## src/rtl/ana_scan_ctrl_pkg.sv

```systemverilog
// Shared definitions for the analog front-end scan controller.
// Readback is enabled by defining ANA_SCAN_READBACK_EN.
package ana_scan_ctrl_pkg;

    typedef enum logic [2:0] {
        ST_IDLE  = 3'd0,
        ST_PH1   = 3'd1,
        ST_GAP1  = 3'd2,
        ST_PH2   = 3'd3,
        ST_GAP2  = 3'd4,
        ST_LATCH = 3'd5,
        ST_DONE  = 3'd6
    } scan_state_t;

    // CPU I/O control register bit that raises START
    localparam int IOCTL_SCAN_START_BIT = 3;

    localparam int DEF_DATA_WIDTH = 16;
    localparam int DEF_CLK_DIV    = 2;

endpackage

```

## src/rtl/ana_sclk_gen.sv

```systemverilog
// Two-phase non-overlapping scan clock sequencer: PH1, GAP1, PH2, GAP2 per bit.
// Optional feature macro: ANA_SCAN_READBACK_EN (handled by the parent).
module ana_sclk_gen
    import ana_scan_ctrl_pkg::*;
#(
    parameter int CLK_DIV = DEF_CLK_DIV
) (
    input  logic clk,
    input  logic rst,
    input  logic go,
    input  logic last,
    output logic sclk1,
    output logic sclk2,
    output logic si_smp,
    output logic bit_done
);

    localparam int CW = $clog2(CLK_DIV + 1);
    localparam logic [CW-1:0] PH_LAST = CW'(CLK_DIV - 1);

    scan_state_t    ph;
    logic [CW-1:0]  cnt;

    // Strobes mark the final cycle of PH2 / the GAP2 cycle, so the parent acts on the exiting edge
    assign si_smp   = (ph == ST_PH2) && (cnt == PH_LAST);
    assign bit_done = (ph == ST_GAP2);

    always_ff @(posedge clk) begin
        if (rst) begin
            ph    <= ST_IDLE;
            cnt   <= '0;
            sclk1 <= 1'b0;
            sclk2 <= 1'b0;
        end else begin
            case (ph)
                ST_IDLE: if (go) begin
                    ph    <= ST_PH1;
                    cnt   <= '0;
                    sclk1 <= 1'b1;
                end
                ST_PH1: if (cnt == PH_LAST) begin
                    ph    <= ST_GAP1;
                    cnt   <= '0;
                    sclk1 <= 1'b0;
                end else begin
                    cnt <= cnt + 1'b1;
                end
                ST_GAP1: begin
                    ph    <= ST_PH2;
                    sclk2 <= 1'b1;
                end
                ST_PH2: if (cnt == PH_LAST) begin
                    ph    <= ST_GAP2;
                    cnt   <= '0;
                    sclk2 <= 1'b0;
                end else begin
                    cnt <= cnt + 1'b1;
                end
                ST_GAP2: if (last) begin
                    ph <= ST_IDLE;
                end else begin
                    ph    <= ST_PH1;
                    sclk1 <= 1'b1;
                end
                default: ph <= ST_IDLE;
            endcase
        end
    end

endmodule

```

## src/rtl/ana_scan_ctrl.sv

```systemverilog
// Serial scan controller: shifts PI out MSB-first on SO, pulses LAT, returns readback on PO.
// Readback (SI sampling, PO update) is built only when ANA_SCAN_READBACK_EN is defined.
module ana_scan_ctrl
    import ana_scan_ctrl_pkg::*;
#(
    parameter int DATA_WIDTH = DEF_DATA_WIDTH,
    parameter int CLK_DIV    = DEF_CLK_DIV
) (
    input  logic                  CLK,
    input  logic                  RST,
    input  logic                  START,
    input  logic [DATA_WIDTH-1:0] PI,
    input  logic                  SI,
    output logic                  SO,
    output logic                  SCLK1,
    output logic                  SCLK2,
    output logic                  LAT,
    output logic                  BUSY,
    output logic                  RDY,
    output logic [DATA_WIDTH-1:0] PO
);

    localparam int BW = $clog2(DATA_WIDTH);
    localparam int CW = $clog2(CLK_DIV + 1);
    localparam logic [CW-1:0] LAT_LAST = CW'(CLK_DIV - 1);

    // ST_PH1 here covers the whole bit loop; ana_sclk_gen owns the PH1..GAP2 detail
    scan_state_t            state;
    logic [DATA_WIDTH-1:0]  sreg;
    logic [BW-1:0]          bcnt;
    logic [CW-1:0]          lcnt;
    logic                   go, last, si_smp, bit_done, shin;

    assign go   = (state == ST_IDLE) && START;
    assign last = (bcnt == BW'(DATA_WIDTH - 1));

    ana_sclk_gen #(.CLK_DIV(CLK_DIV)) u_sclk (
        .clk      (CLK),
        .rst      (RST),
        .go       (go),
        .last     (last),
        .sclk1    (SCLK1),
        .sclk2    (SCLK2),
        .si_smp   (si_smp),
        .bit_done (bit_done)
    );

`ifdef ANA_SCAN_READBACK_EN
    logic                  si_q;
    logic [DATA_WIDTH-1:0] po_q;

    always_ff @(posedge CLK) begin
        if (RST) begin
            si_q <= 1'b0;
            po_q <= '0;
        end else begin
            if (si_smp)
                si_q <= SI;
            if (state == ST_LATCH && lcnt == LAT_LAST)
                po_q <= sreg;
        end
    end

    assign shin = si_q;
    assign PO   = po_q;
`else
    logic unused_readback;
    assign unused_readback = SI ^ si_smp;
    assign shin = 1'b0;
    assign PO   = '0;
`endif

    always_ff @(posedge CLK) begin
        if (RST) begin
            state <= ST_IDLE;
            sreg  <= '0;
            bcnt  <= '0;
            lcnt  <= '0;
            SO    <= 1'b0;
            LAT   <= 1'b0;
            BUSY  <= 1'b0;
            RDY   <= 1'b0;
        end else begin
            RDY <= 1'b0;
            case (state)
                ST_IDLE: if (START) begin
                    state <= ST_PH1;
                    sreg  <= PI;
                    bcnt  <= '0;
                    SO    <= PI[DATA_WIDTH-1];
                    BUSY  <= 1'b1;
                end
                ST_PH1: if (bit_done) begin
                    sreg <= {sreg[DATA_WIDTH-2:0], shin};
                    SO   <= sreg[DATA_WIDTH-2];
                    bcnt <= bcnt + 1'b1;
                    if (last) begin
                        state <= ST_LATCH;
                        LAT   <= 1'b1;
                        lcnt  <= '0;
                    end
                end
                ST_LATCH: if (lcnt == LAT_LAST) begin
                    state <= ST_DONE;
                    LAT   <= 1'b0;
                    RDY   <= 1'b1;
                end else begin
                    lcnt <= lcnt + 1'b1;
                end
                ST_DONE: begin
                    state <= ST_IDLE;
                    BUSY  <= 1'b0;
                    SO    <= 1'b0;
                end
                default: state <= ST_IDLE;
            endcase
        end
    end

endmodule
```

## config.mk

```make
export PLATFORM = sky130hd
export DESIGN_NAME = ana_scan_ctrl
export DESIGN_NICKNAME = d
export VERILOG_FILES = /design/src/rtl/ana_scan_ctrl_pkg.sv /design/src/rtl/ana_sclk_gen.sv /design/src/rtl/ana_scan_ctrl.sv
export SDC_FILE = /design/constraint.sdc
export NUM_CORES = 1
export LEC_CHECK = 0
export CAP_MARGIN = 10
export CORE_ASPECT_RATIO = 0.8
export CORE_UTILIZATION = 45
export DETAILED_ROUTE_END_ITERATION = 8
export GPL_ROUTABILITY_DRIVEN = 0
export MAX_ROUTING_LAYER = met4
export PLACE_DENSITY = 0.76
export SETUP_SLACK_MARGIN = 0.2
export SKIP_LAST_GASP = 1
export SYNTH_ARGS = -nofsm -noshare
export SYNTH_HDL_FRONTEND = slang
export SYNTH_HIERARCHICAL = 1
export SYNTH_SLANG_ARGS = --single-unit
export TNS_END_PERCENT = 20
```

## constraint.sdc

```tcl
create_clock -name CLK -period 1.7 [get_ports CLK]
set_input_delay 0.255 -clock CLK [delete_from_list [all_inputs] [get_ports CLK]]
set_output_delay 0.255 -clock CLK [all_outputs]
set_load 0.05 [all_outputs]
```

==> impl_metrics.env, run 1 <==
export IMPL_wl_per_cell_um=12.1
export IMPL_grt_pass1_vias=1193
export IMPL_grt_pass1_wl_mm=5.50
export IMPL_setup_ws_ns=0.162
export IMPL_drc=0
export IMPL_cp_max_fo=7
export IMPL_final_nets=256
export IMPL_area_growth_pct=25.4
export IMPL_wl_met1_mm=1.84
export IMPL_cts_tree="done"
export IMPL_cts_max_level=2
export IMPL_syn_area_mm2=0.00181
export IMPL_r2r_cells=8
export IMPL_dp_hpwl_mm=2.29
export IMPL_outcome="complete, no violations"
export IMPL_antenna_found_initial=0
export IMPL_cp_slowest_cell="dfxtp_2"
export IMPL_root_buffer="clkbuf_8"
export IMPL_place_ws_ns=-0.0532
export IMPL_start_kind="flop"
export IMPL_cp_end_kind="flop"
export IMPL_io_pins=42
export IMPL_avgSynthCellArea_um2=8.98
export IMPL_clock_latency_ns=0.29
export IMPL_drtIter0Drc=102
export IMPL_cp_slowest_stage_delay_ns=0.36
export IMPL_cp_cell_sequence="inv_4 -> nor3_4 -> mux2i_1 -> nor3_2 -> buf_4 -> buf_8 -> nor2_1 -> a211oi_1"
export IMPL_die_w_um=73.0
export IMPL_layout_min_cycle_time_ns=1.54
export IMPL_fill_cells=343
export IMPL_core_area_mm2=0.00383
export IMPL_postCtsHoldBufs=0
export IMPL_clockBufferDepth=2
export IMPL_drive_gt1_frac=0.183
export IMPL_finalSetupViolations=0
export IMPL_clock_fmax_ghz=0.650
export IMPL_tns_ns=0
export IMPL_drv_cap=0
export IMPL_rsz0062_at_grt="true"
export IMPL_period_share=0.905
export IMPL_port_buffers=24
export IMPL_power_density_mw_per_mm2=864
export IMPL_fp_dieH_um=58.8
export IMPL_finalClockSkew_ns=0.00355
export IMPL_dpl_cell_count=277
export IMPL_vias_per_cell=5.03
export IMPL_grtUsageTotal=0.174
export IMPL_vdd_drop_max_v=0.000492
export IMPL_first_pass_iters=4
export IMPL_dr_wl_met3_um=137
export IMPL_drt_antenna_violating_nets=0
export IMPL_min_path_type="flop to flop"
export IMPL_wl_met2_mm=1.49
export IMPL_diodes=0
export IMPL_cts_clk_slew_worst_paths_ns=0.07
export IMPL_vias=1458
export IMPL_ys_warn_count=6
export IMPL_start_util=0.474
export IMPL_instances_no_fill=290
export IMPL_leakage_nw=0.894
export IMPL_std_cell_rows=20
export IMPL_finalHoldViolations=0
export IMPL_cts_made_buffers=5
export IMPL_min_delay_path_depth=2
export IMPL_grt_max_degree=36
export IMPL_maxSlewViolCount=0
export IMPL_synthCells=202
export IMPL_top_layer_used="met4"
export IMPL_dieArea_mm2=0.00429
export IMPL_routed_wl_mm=3.52
export IMPL_worstSetupPathType="flop to flop"
export IMPL_cp_data_required_time_ns=1.91
export IMPL_cts_sinks=35
export IMPL_grt_overflow=0
export IMPL_crit_arrival_ns=1.74
## final cells by class
type,count,area (um2),area share
clock buffers,8,100,0.0440
flip-flops and latches,35,707,0.311
repair buffers,41,410,0.181
multi-input cells,147,970,0.427
well taps,55,68.8,0.0303
inverters,4,17.5,0.00771
## cell usage in the layout, fill, tap and decap left out, types with 3 or more instances in the layout
master,instances
o21ai_1,3
a211oi_1,14
clkbuf_8,7
a21oi_1,12
o21ai_0,5
nor2_1,20
buf_4,17
nor2b_1,5
nand2_1,4
nand2b_1,7
conb_1,16
nor3_1,11
clkdlybuf4s50_1,18
dfxtp_1,32
mux2i_1,16
inv_1,3
## critical path, delay by kind of cell, from the launching register on
| family | cells | cell delay, ns |
|---|---|---|
| compound gates | 1 | 0.20 |
| buf+inv | 3 | 0.35 |
| flops | 1 | 0.36 |
| simple gates | 3 | 0.43 |
| mux | 1 | 0.13 |
## through the flow
step / util / total power, mW / instance area, um2 / hold WS [ns]
6_report: 0.594 / 1.96 / 2270 / 0.459
5_1_grt: 0.594 / 2.05 / 2270 / 0.489
4_1_cts: 0.569 / 1.95 / 2180 / 0.461
2_1_floorplan: - / 1.21 / 1880 / 0.324
3_3_place_gp: 0.543 / 1.28 / 2080 / 0.450
3_5_place_dp: 0.543 / 1.29 / 2080 / 0.450
## state kept, by name (all words and copies together), names as in the netlist
register	cells
u_sclk/ph	3
u_sclk/sclk2	1
SO	1
LAT	1
bcnt	4
lcnt	2
state	3
sreg	15
u_sclk/cnt	2
u_sclk/sclk1	1
RDY	1
BUSY	1
## per-layer routing
layer	GRT usage	vias up
li1	-	750
met1	0.237	673
met2	0.239	28
met3	0.0479	7
met4	0.0812	0
met5	-	-
## power by group
| group | total (mW) | internal [mW] | switching [mW] | leakage [nW] |
|---|---|---|---|---|
| Sequential | 0.899 | 0.866 | 0.0338 | 0.288 |
| Clock | 0.664 | 0.370 | 0.295 | 0.0515 |
| Combinational | 0.400 | 0.169 | 0.231 | 0.555 |
| Total | 1.96 | 1.40 | 0.559 | 0.894 |
## path summary, 6_finish.rpt
check / endpoint / slack, ns / startpoint
setup / recovery: sreg[11] / 0.16 / u_sclk/ph[2]
hold / removal: u_sclk/sclk1 / 0.46 / u_sclk/sclk1
setup reg to reg: sreg[11] / 0.16 / u_sclk/ph[2]
hold reg to reg: u_sclk/sclk1 / 0.46 / u_sclk/sclk1
## what timing repair did
action,4_1_cts,5_1_grt
gates resized for setup,1,14
gates cloned,0,2
endpoints found under the setup margin,17,19
pin swaps,0,13
setup buffers,0,3
No activity file was read; power rests on OpenSTA's default activity.
==> inputs of run 2 (changes only) <==
Settings changed: ABC_AREA from default to 0.
==> results of run 2 <==
No change in the layout: final DEF, timing and power equal those of run 1.
==> inputs of run 3 (changes only) <==
Settings changed: REMOVE_ABC_BUFFERS from default to 1.
==> run 3 against run 2 <==
Sequential cell count is the same. First-iteration DRC count shrank 54%. Combinational power grew 2%. Sequential share of layout area grew 0.16 points. Clock skew grew 0.0029 ns. Global-route usage grew 0.89 points. Clock power shrank 13%. Via count shrank 0.34%. Total power shrank 4.3%. Wire length shrank 2.6%. Sequential power is essentially flat. Non-clock buffer count grew 5.
==> impl_metrics.env, run 3 (synthesis gave the netlist of run 1 again) <==
export IMPL_post_route_util=0.592
export IMPL_drc=0
export IMPL_reg2reg_from="u_sclk/ph[2]"
export IMPL_maxSlewViolCount=0
export IMPL_finalHoldViolations=0
export IMPL_antenna_found_initial=0
export IMPL_worstSetupPathType="flop to flop"
export IMPL_p_total_mw=1.88
export IMPL_root_buffer="clkbuf_8"
export IMPL_outcome="complete, no violations"
export IMPL_start_util=0.474
export IMPL_cts_clk_slew_worst_paths_ns=0.07
export IMPL_grt_overflow=0
export IMPL_drt_antenna_violating_nets=0
export IMPL_port_buffers=24
export IMPL_grt_pass1_wl_mm=5.80
export IMPL_busiest_layer="met2"
export IMPL_std_cell_rows=20
export IMPL_fp_dieH_um=58.8
export IMPL_finalSetupViolations=0
export IMPL_final_common_cell="dfxtp_1"
export IMPL_cts_tree="done"
export IMPL_drv_cap=0
export IMPL_vdd_drop_max_v=0.000642
export IMPL_cts_sinks=35
export IMPL_dieArea_mm2=0.00429
export IMPL_dp_hpwl_mm=2.16
export IMPL_cp_end_kind="flop"
export IMPL_die_w_um=73.0
export IMPL_wl_per_cell_um=11.6
export IMPL_core_area_mm2=0.00383
export IMPL_finalClockSkew_ns=0.00641
export IMPL_grt_pass1_vias=1306
export IMPL_met2_usage=0.291
export IMPL_min_path_type="flop to flop"
export IMPL_power_density_mw_per_mm2=829
export IMPL_max_flop_register="sreg"
export IMPL_area_growth_pct=25.0
export IMPL_cts_max_level=2
export IMPL_drive_gt1_frac=0.200
export IMPL_top_regs="sreg: 15 flops, bcnt: 4 flops"
export IMPL_crit_path_start="u_sclk/ph[2]"
export IMPL_period_share=0.859
export IMPL_leakage_nw=0.898
export IMPL_drtIter0Drc=47
export IMPL_use_met1=0.227
export IMPL_vias=1453
export IMPL_grtUsageTotal=0.183
export IMPL_cts_made_buffers=5
export IMPL_start_kind="flop"
export IMPL_vias_per_cell=4.93
export IMPL_clockBufferDepth=2
export IMPL_dpl_instance_area_mm2=0.00206
export IMPL_diodes=0
export IMPL_clock_fmax_ghz=0.685
export IMPL_cp_data_required_time_ns=1.90
export IMPL_routed_wl_mm=3.43
export IMPL_layout_min_cycle_time_ns=1.46
export IMPL_final_cell_mix="31 x dfxtp_1, 22 x buf_4, 21 x nor2_1, 18 x clkdlybuf4s50_1, 16 x conb_1"
export IMPL_fin_area_mm2=0.00227
export IMPL_clock_latency_ns=0.29
export IMPL_final_nets=261
export IMPL_rsz0062_at_grt="true"
export IMPL_crit_arrival_ns=1.66
export IMPL_cp_max_fo=7
export IMPL_grt_max_degree=36
export IMPL_largest_register_ffs=15
export IMPL_min_from="u_sclk/sclk1"
export IMPL_met3_usage=0.0668
export IMPL_io_pins=42
export IMPL_first_pass_iters=4
run 3: report_power, final:
| group | leakage (nW) | switching (mW) | total (mW) | internal, mW |
|---|---|---|---|---|
| clock | 0.0422 | 0.288 | 0.575 | 0.287 |
| combinational | 0.567 | 0.233 | 0.407 | 0.174 |
| sequential | 0.289 | 0.0313 | 0.897 | 0.866 |
run 3: metal layers:
layer | wire length, um | part of all wire
met1 | 1660 | 0.48
met2 | 1600 | 0.47
met3 | 135 | 0.039
met4 | 30 | 0.0087
met5 | 0 | 0
run 3: path summary, 6_finish.rpt:
check / end / slack (ns) / cells past startpoint
max reg2reg: sreg[9] / 0.24 / 8
max: sreg[9] / 0.24 / 8
min: u_sclk/sclk1 / 0.46 / 2
min reg2reg: u_sclk/sclk1 / 0.46 / 2
run 3: repair_timing:
action | CTS | global route
setup endpoints to repair | 17 | 18
buffers inserted | 8 | 2
pin swaps | 8 | 2
hold buffers | 0 | 0
gates cloned | 1 | 0
endpoints found under the hold margin | 0 | 0
resized for setup | 14 | 1
run 3: stage by stage:
step / setup slack, ns / instances / TNS (ns) / hold slack, ns
after floorplan: -0.802 / 186 / -13.75 / 0.324
after global placement: 0.0831 / 276 / 0 / 0.451
after detailed placement: -0.0110 / 276 / -0.0110 / 0.454
after CTS: 0.181 / 293 / 0 / 0.465
after global routing: 0.124 / 295 / 0 / 0.486
final: 0.241 / 295 / 0 / 0.460
run 3: layout make-up:
type,count,area (um2)
clock inverter,1,5.00
multi-input combinational,147,968
sequential,35,708
fill,352,1560
clock buffer,7,76.3
timing repair buffer,46,424
tap,55,68.8
inverter,4,15.0
run 3: worst max-delay path, cell delays in order (launching register included):
cell,delay (ns)
dfxtp_2,0.33
inv_2,0.09
nor3_4,0.05
mux2i_2,0.23
nor3_4,0.08
buf_6,0.15
buf_6,0.13
buf_4,0.13
a211oi_1,0.18
==> variant 1, RTL diff (config.mk and constraints of run 2) <==
Re-encode `scan_state_t` (7 states) as one-hot, 7 bits wide.
--- a/src/rtl/ana_scan_ctrl_pkg.sv
+++ b/src/rtl/ana_scan_ctrl_pkg.sv
@@ -4,10 +4,10 @@
 
-    typedef enum logic [2:0] {
-        ST_IDLE  = 3'd0,
-        ST_PH1   = 3'd1,
-        ST_GAP1  = 3'd2,
-        ST_PH2   = 3'd3,
-        ST_GAP2  = 3'd4,
-        ST_LATCH = 3'd5,
-        ST_DONE  = 3'd6
+    typedef enum logic [6:0] {
+        ST_IDLE  = 7'b0000001,
+        ST_PH1   = 7'b0000010,
+        ST_GAP1  = 7'b0000100,
+        ST_PH2   = 7'b0001000,
+        ST_GAP2  = 7'b0010000,
+        ST_LATCH = 7'b0100000,
+        ST_DONE  = 7'b1000000
     } scan_state_t;
Formal check against the unedited RTL: same outputs for any inputs over 10 cycles, from zero or initial values and one cycle with RST high; not proved beyond that.
==> variant 1 against run 2 <==
  * The flow now finishes with violations (setup timing)
  * Synthesized cell count rose by 15%
  * Global-route usage is 4.0 points higher
  * Worst setup slack worse by 0.27 ns
  * Combinational power increased by 50%
  * Synthesized area is 8.6% higher
  * Design area increased by 16%
  * Via count increased by 30%
  * Sequential cell count is 3 higher
  * Non-clock buffer count rose by 15
  * Routed wire length rose by 51%
  * Clock skew is 0.00086 ns higher
  * Power is 14% higher
  * Utilization rose by 3.7 points
  * Clock power shrank 2%
  * Critical path type unchanged
==> variant 1: results (changes against run 2) <==
Total GRT Usage=0.215 (was 0.174); hpwl dp=2820 um (was 2290 um); Final #Nets=300 (was 256); worst hold path type=flip-flop to flip-flop (unchanged); share of cells above drive strength 1=0.262 (was 0.183); vias in the first global route=1517 (was 1193); critical path's largest stage delay=0.51 ns (was 0.36 ns); Fin. Hold Viols=0 (unchanged); dpl ws=-0.202 ns (was -0.0532 ns); largest net degree at the start of global routing=39 (was 36); Static Leakage=1.01 nW (was 0.894 nW); CTS buffer count=5 (unchanged); via count=1900 (was 1458); slowest CP cell=or4_1 (was dfxtp_2); clk buf depth=2 (unchanged); peak supply drop=418 uV (was 492 uV); Clock transition at path regs=0.08 ns; Yosys warnings=6 (unchanged); CP max FO=4 (was 7); status=finished, violations left (was complete, no violations); Final setup viols=12 (was 0); Root Driver=clkbuf_8 (unchanged); initial antenna violation count=0 (unchanged); top flop regs=sreg (15), u_sclk/ph (5) (was sreg (15), bcnt (4)); clock skew=0.00441 ns (was 0.00355 ns); CP delay by family, top=simple AND/OR/NAND/NOR gates (unchanged); vias per cell=5.65 (was 5.03); violated checks=setup timing; Clock Latency Late Sink=0.29 ns (about the same); Inst Count DP=315 (was 277); final setup TNS=-0.381 ns (was 0 ns); number of H-tree levels=2 (unchanged); initial DRC count=243 (was 102); worst endpoint data arrival time=2.02 ns (was 1.74 ns); number of port buffers=24 (unchanged); first-pass GRT wire length=7510 um (was 5500 um); fin worst setup slack=-0.108 ns (was 0.162 ns); drt pass-1 iters=4 (unchanged); n_diodes=0 (unchanged); Detailed Route WL=5330 um (was 3520 um); post-synthesis cell count=232 (was 202); hold_buf cts=0 (unchanged)
==> variant 1: worst register-to-register path: cells and delay by family (launching register included) <==
family | cells | cell delay, ns
flip-flops | 1 | 0.33
AND/OR/NAND/NOR | 3 | 0.90
AO/OA/AOI/OAI | 1 | 0.17
buffers and inverters | 3 | 0.33
==> variant 1: metrics by stage <==
stage | area [um2] | hold WS (ns)
6_report | 2640 | 0.464
3_5_place_dp | 2300 | 0.452
4_1_cts | 2550 | 0.465
3_3_place_gp | 2300 | 0.448
5_1_grt | 2640 | 0.503
2_1_floorplan | 2030 | 0.417
==> variant 1: what timing repair did <==
action / in CTS / in global routing
gates resized for setup: 13 / 13
pin swaps: 15 / 7
buffers inserted: 6 / 4
gates cloned: 3 / 0
endpoints found under the setup margin: 26 / 32
==> variant 1: worst paths after layout <==
path / startpoint / to / depth (start not counted)
worst max-delay path: u_sclk/ph[3] / bcnt[3] / 7
worst max register to register: u_sclk/ph[3] / bcnt[3] / 7
worst min register to register: u_sclk/cnt[1] / u_sclk/cnt[1] / 2
worst min-delay path: u_sclk/cnt[1] / u_sclk/cnt[1] / 2
==> variant 1: area by class of cell <==
cell class,count,area [um2]
fill,330,1540
clock buffer,6,82.6
clock inverter,2,12.5
sequential,38,763
timing repair buffer,56,577
tap,57,71.3
inverter,5,21.3
multi-input combinational,172,1110
==> variant 1: metal layers <==
metal | share of wire | up-vias | global-route usage
met5 | 0 | - | -
met2 | 0.47 | 95 | 0.322
met3 | 0.075 | 14 | 0.0341
met4 | 0.020 | 0 | 0.0632
li1 | - | 887 | -
met1 | 0.43 | 904 | 0.300
==> variant 1: power breakdown <==
part / internal, mW / switching [mW]
Sequential: 0.949 / 0.0394
Clock: 0.326 / 0.326
Combinational: 0.263 / 0.337
==> variant 2, RTL diff (flow settings as in run 2) <==
Made on the original files. `DEF_CLK_DIV`: 2 -> 1.
--- a/src/rtl/ana_scan_ctrl_pkg.sv
+++ b/src/rtl/ana_scan_ctrl_pkg.sv
@@ -18,3 +18,3 @@
     localparam int DEF_DATA_WIDTH = 16;
-    localparam int DEF_CLK_DIV    = 2;
+    localparam int DEF_CLK_DIV    = 1;
 
Formal check against the unedited RTL: not equivalent (a bounded check fails within 4 cycles, from zero or initial values and one cycle with RST high).
==> variant 2 against run 2 <==
  * Clock power is 14% higher
  * Via count shrank 9.3%
  * Critical path depth stayed put
  * Synthesized area fell by 15%
  * Utilization is 5.5 points higher
  * Routed wire length decreased by 3.5%
  * Non-clock buffer count grew 3
  * Sequential share of layout area fell by 0.37 points
  * Sequential cell count decreased by 4
  * Design area fell by 9.4%
  * Power rose by 1.3%
  * Worst setup slack better by 0.030 ns
  * Worst hold slack better by 0.021 ns
  * Combinational power rose by 5.2%
  * Highest routed layer unchanged
==> variant 2: results (changes against run 2) <==
status=complete, no violations (unchanged); initial DRC count=70 (was 102); vias in the first global route=1154 (was 1193); CP max FO=8 (was 7); peak supply drop=609 uV (was 492 uV); Total GRT Usage=0.204 (was 0.174); initial antenna violation count=0 (unchanged); worst hold path type=flip-flop to flip-flop (unchanged); number of H-tree levels=2 (unchanged); Comb pwr share=0.211 (was 0.204); first-pass GRT wire length=5150 um (was 5500 um); Yosys warnings=6 (unchanged); drt pass-1 iters=4 (unchanged); n_diodes=0 (unchanged); Top Layer Used=met4 (unchanged); CTS buffer count=5 (unchanged); Clock Latency Late Sink=0.29 ns (about the same); Root Driver=clkbuf_8 (unchanged); Static Leakage=0.831 nW (was 0.894 nW); internal power=1.42 mW (was 1.40 mW); Clock transition at path regs=0.07 ns (about the same); hpwl dp=2090 um (was 2290 um); clk buf depth=2 (unchanged); DR WL/cell=13.0 um (was 12.1 um); Reg power frac=0.407 (was 0.458); Final #Nets=242 (was 256); Post-DP Area=1790 um2 (was 2080 um2); routed wl met2=1500 um (was 1490 um); number of port buffers=24 (unchanged); largest net degree at the start of global routing=32 (was 36); share of cells above drive strength 1=0.234 (was 0.183); via count=1322 (was 1458); clock skew=0.00773 ns (was 0.00355 ns); hold_buf cts=0 (unchanged); worst endpoint data arrival time=1.74 ns (about the same); top flop regs=sreg (15), bcnt (4) (unchanged); met1 wire length=1670 um (was 1840 um); Final Power=1.99 mW (was 1.96 mW); WL met3=147 um (was 137 um)
-- variant 2: path summary, 6_finish.rpt --
| path | start | to | slack [ns] | depth (start not counted) |
|---|---|---|---|---|
| worst max-delay path | u_sclk/ph[2] | bcnt[0] | 0.19 | 8 |
| worst min-delay path | sreg[2] | sreg[3] | 0.48 | 2 |
| worst max register to register | u_sclk/ph[2] | bcnt[0] | 0.19 | 8 |
| worst min register to register | sreg[2] | sreg[3] | 0.48 | 2 |
-- variant 2: repair_timing --
item / CTS / global route
endpoints found under the setup margin: 17 / 20
pin swaps: 5 / 5
resized for setup: 7 / 9
gates cloned: 2 / 1
hold endpoints to repair: 0 / 0
buffers inserted: 3 / 2
-- variant 2: area by class of cell --
type | count | area (um2)
multi-input cells | 136 | 800
flip-flops and latches | 31 | 633
fillers | 271 | 1110
inverters | 3 | 13.8
clock buffers | 6 | 82.6
clock inverters | 2 | 35.0
well taps | 40 | 50.0
repair buffers | 44 | 447
-- variant 2: worst max-delay path, stage by stage, from the launching register on --
cell,delay (ns)
dfxtp_4,0.35
inv_4,0.06
nor3_4,0.03
mux2i_1,0.19
nor3_2,0.05
buf_4,0.16
bufbuf_16,0.27
mux2_2,0.25
nor2_1,0.07
-- variant 2: stage by stage --
stage | utilization | TNS (ns) | std cells | setup slack [ns]
finish | 0.649 | 0 | 262 | 0.192
global route | 0.649 | 0 | 262 | 0.125
CTS | 0.626 | 0 | 259 | 0.132
detailed placement | 0.563 | -0.00285 | 246 | -0.00285
global placement | 0.563 | 0 | 246 | 0.0317
floorplan | - | 0 | 198 | 0.244
-- variant 2: layer usage --
layer  global-route usage  vias to the layer above
li1                     -                      676
met1                0.260                      607
met2                0.282                       30
met3               0.0604                        9
met4                0.124                        0
met5                    -                        -
